## src/rtl/mux_n_to_1_reg.sv

```systemverilog
// N-to-1 registered multiplexer with valid/ready handshaking.
// Fixed mode grants the channel named by sel. Round-robin mode grants the first
// valid channel after the last one served. The selected word sits in a single
// output register that drains whenever downstream is ready.
module mux_n_to_1_reg #(
    parameter int WIDTH = 8,
    parameter int N     = 4,
    parameter int SELW  = 2
) (
    input  logic                 clock,
    input  logic                 reset,
    input  logic [N*WIDTH-1:0]   in_data,
    input  logic [N-1:0]         in_valid,
    output logic [N-1:0]         in_ready,
    input  logic [SELW-1:0]      sel,
    input  logic                 mode,
    output logic [WIDTH-1:0]     out_data,
    output logic                 out_valid,
    output logic [SELW-1:0]      out_chan,
    input  logic                 out_ready
);

    // Pointer reset to the last channel, so channel 0 is searched first.
    localparam logic [SELW-1:0] PTR_RESET = SELW'(N - 1);

    logic            load_en;
    logic            grant_any;
    logic            transfer;
    logic [SELW-1:0] grant_idx;
    logic [SELW-1:0] ptr;
    logic [WIDTH-1:0] grant_data;

    assign load_en  = !out_valid || out_ready;
    assign transfer = load_en && grant_any && !reset;

    // Pick the channel to serve: sel in fixed mode, next valid after ptr in round-robin.
    always_comb begin
        grant_any = 1'b0;
        grant_idx = '0;
        if (!mode) begin
            for (int i = 0; i < N; i++) begin
                if (sel == SELW'(i) && in_valid[i]) begin
                    grant_any = 1'b1;
                    grant_idx = SELW'(i);
                end
            end
        end else begin
            for (int k = 1; k <= N; k++) begin
                if (!grant_any && in_valid[(int'(ptr) + k) % N]) begin
                    grant_any = 1'b1;
                    grant_idx = SELW'((int'(ptr) + k) % N);
                end
            end
        end
    end

    // Route the granted channel's word toward the output register.
    always_comb begin
        grant_data = '0;
        for (int i = 0; i < N; i++) begin
            if (grant_idx == SELW'(i)) begin
                grant_data = in_data[i*WIDTH +: WIDTH];
            end
        end
    end

    // Accept only the granted channel, and only when the output register can load.
    always_comb begin
        in_ready = '0;
        for (int i = 0; i < N; i++) begin
            in_ready[i] = transfer && (grant_idx == SELW'(i));
        end
    end

    // Output register and round-robin pointer; a held entry is never disturbed.
    always_ff @(posedge clock) begin
        if (reset) begin
            out_valid <= 1'b0;
            out_data  <= '0;
            out_chan  <= '0;
            ptr       <= PTR_RESET;
        end else if (load_en) begin
            if (transfer) begin
                out_valid <= 1'b1;
                out_data  <= grant_data;
                out_chan  <= grant_idx;
                if (mode) begin
                    ptr <= grant_idx;
                end
            end else begin
                out_valid <= 1'b0;
            end
        end
    end

endmodule
```

## config.mk

```make
export PLATFORM = sky130hd
export DESIGN_NAME = mux_n_to_1_reg
export DESIGN_NICKNAME = d
export VERILOG_FILES = /design/src/rtl/mux_n_to_1_reg.sv
export SDC_FILE = /design/constraint.sdc
export NUM_CORES = 1
export LEC_CHECK = 0
export BUFFER_PORTS_ARGS = -buffer_cell sky130_fd_sc_hd__buf_2
export CAP_MARGIN = 10
export CORE_ASPECT_RATIO = 0.75
export CORE_MARGIN = 5
export CORE_UTILIZATION = 51
export CTS_CLUSTER_DIAMETER = 80
export DETAILED_ROUTE_END_ITERATION = 7
export PLACE_DENSITY_LB_ADDON = 0.05
export SYNTH_ARGS = -nofsm -noshare
export SYNTH_HDL_FRONTEND = slang
export SYNTH_SLANG_ARGS = --single-unit
```

## constraint.sdc

```tcl
create_clock -name clock -period 2.5 [get_ports clock]
set_input_delay 0.125 -clock clock [delete_from_list [all_inputs] [get_ports clock]]
set_output_delay 0.125 -clock clock [all_outputs]
set_load 0.03 [all_outputs]
```

==> metrics <==
actual slew at the worst max-slew pin=0.646 ns; RSZ-0062 raised after global routing=false; Placed Area=1900 um^2; I/O pin count=57; Post-route DRC=0; full die area=4420 um^2; Worst-path clk slew=0.06 ns; PwrDens=411 nW/um^2; Hold-fix buffers, CTS=0; via count=1,996; Mapped Area=1620 um^2; DP Wirelength=~4.0 mm; Final period util=93.4%; Num Clock Sinks=13; synthesis-stage register bit count=13; routed wire length=5.57 mm; Finished Core Util=roughly two thirds; ranking of synthesized cells by area=dfxtp_1, a311o_1, o211a_1; die extent in x=75.1 um; worst IR drop on VDD=0.394 mV; Area Growth Syn to Fin=20.1%; multi-input logic area=1240 um^2; post-place setup slack=0.223 ns; Synth cell types=37; R2R setup slack=0.24 ns; Power Total=between 0.8 and 0.9 mW; most common library cell in the layout ignoring fill and taps=buf_2; maxcap violations=0; clock skew=between 0.005 and 0.006 ns; commonest cells after routing, fill and taps aside=buf_2, o21ai_0, a311o_1; post-layout worst setup margin=roughly 0.17 ns; Worst EP arrival=2.21 ns; Initial DRC Count=285; synth warn=0; largest net degree at the start of global routing=34; IO Port Bufs=56; GP Congestion=about 0.91; initial antenna violation count=0; core area=3000 um^2; DRT antenna net count=0; cell count after synthesis=207; mean post-synth cell area=7.83 um^2; Worst-Skew Late Latency=0.25 ns; # Post-CTS Setup Buffers=0; number of placed cells counting well taps=283; number of fill cells in the layout=249; Vias/cell=between 6 and 7; startpoint types=flip-flop; drt first pass iters=4; f_max=approximately 0.43 GHz; Die Ht=a little under 60 um; Crit. End Element=primary output; fin area=1950 um^2; fin crit period=around 2.3 ns; Setup CP Type=reg -> out; TritonCTS clock tree=done; num rows=17; GR Util All Layers=24.9%; CTS HTree Levels=1; Initial Util=54.1%; sequential cell area=260 um^2; Final #Nets=292; Seq/Total Area, Yosys=16.0%; TNS Setup=0 ns; Non-Filler Instances=287; top cell type's share of synthesized area=16.0%; global route total overflow=0; vias in the first global route=1,703; clk buf depth=2; Slew headroom=56.5%; root buffer cell=clkbuf_8; Syn Nets=249; Tightest Hold Check Type=in -> reg; leak pwr=~1.1 nW; share of post-route cells with drive strength above 1=31.3%; Routed wire per std cell=19.4 um; status=complete, no violations; Setup violations, final=0; CP required=around 2.4 ns; Max Fanout on Critical Path=17; global-route wire length before repair=8.62 mm; Inserted Clock Buffers=3; Fin. Hold Viols=0; WHS=0.204 ns; diode count=0; top cell type by total area after synthesis=dfxtp_1; PostCTS Resize Cnt=1; Max Slew Vio Count=0
## per-layer routing
layer	vias to the layer above	track usage (%)	part of all wire, %
li1	932	-	-
met1	937	39.4	47
met2	120	34.4	42
met3	7	2.73	9.6
met4	0	7.36	1.2
met5	-	0	0
## flip-flops by register name, indices dropped and copies added (netlist names)
| name | count |
|---|---|
| out_data | 8 |
| out_chan | 2 |
| ptr | 2 |
| out_valid | 1 |
## cell families (layout without fill, tap and decap cells)
group	count (synthesis)	after routing	synth area share, %
multiplexers	4	4	2.62
AND/OR/NAND/NOR	55	55	19.1
buffers and inverters	29	71	8.10
flip-flops	13	13	16.0
AO/OA/AOI/OAI	106	106	54.1
## Yosys cell counts
cell type,n
o21ai_0,19
a311o_1,17
and3_1,16
o211a_1,16
a211oi_1,15
clkbuf_1,15
nand2_1,14
dfxtp_1,13
a31oi_1,9
buf_2,9
nor2_1,8
o2111ai_1,8
o221ai_1,8
nand2b_1,6
nor2b_1,4
and3b_1,3
inv_1,3
a211oi_2,2
mux2_2,2
mux2i_1,2
o211ai_1,2
a21o_1,1
a21oi_1,1
a221o_1,1
a221oi_2,1
a311oi_2,1
a31o_2,1
a31oi_2,1
and4bb_1,1
buf_4,1
buf_6,1
nand3b_1,1
nor3b_2,1
o21a_1,1
o21ai_1,1
o41ai_2,1
or3_1,1
## area by class of cell
type	instances	area share, %
inverter	3	0.578
timing repair buffer	64	17.5
clock buffer	4	2.31
tap	38	2.44
multi-input combinational	165	63.8
sequential	13	13.4
## final timing paths
path	start	to	cells past startpoint
hold / removal	out_ready	out_valid	3
setup reg to reg	ptr[0]	out_data[6]	6
setup / recovery	ptr[0]	in_ready[3]	6
hold reg to reg	out_data[3]	out_data[3]	2
## worst max-delay path, stage by stage, from the launching register on
cell      delay [ns]
dfxtp_1         0.41
nor3b_4         0.61
o21a_1          0.29
a221oi_2        0.09
nand2b_1        0.20
nor2_1          0.14
buf_2           0.21
## where the power goes
part           total [mW]  internal, mW  switching (mW)
Combinational       0.361         0.129           0.233
Clock               0.195         0.113          0.0818
Sequential          0.244         0.227          0.0176
No activity file was read; power rests on OpenSTA's default activity.
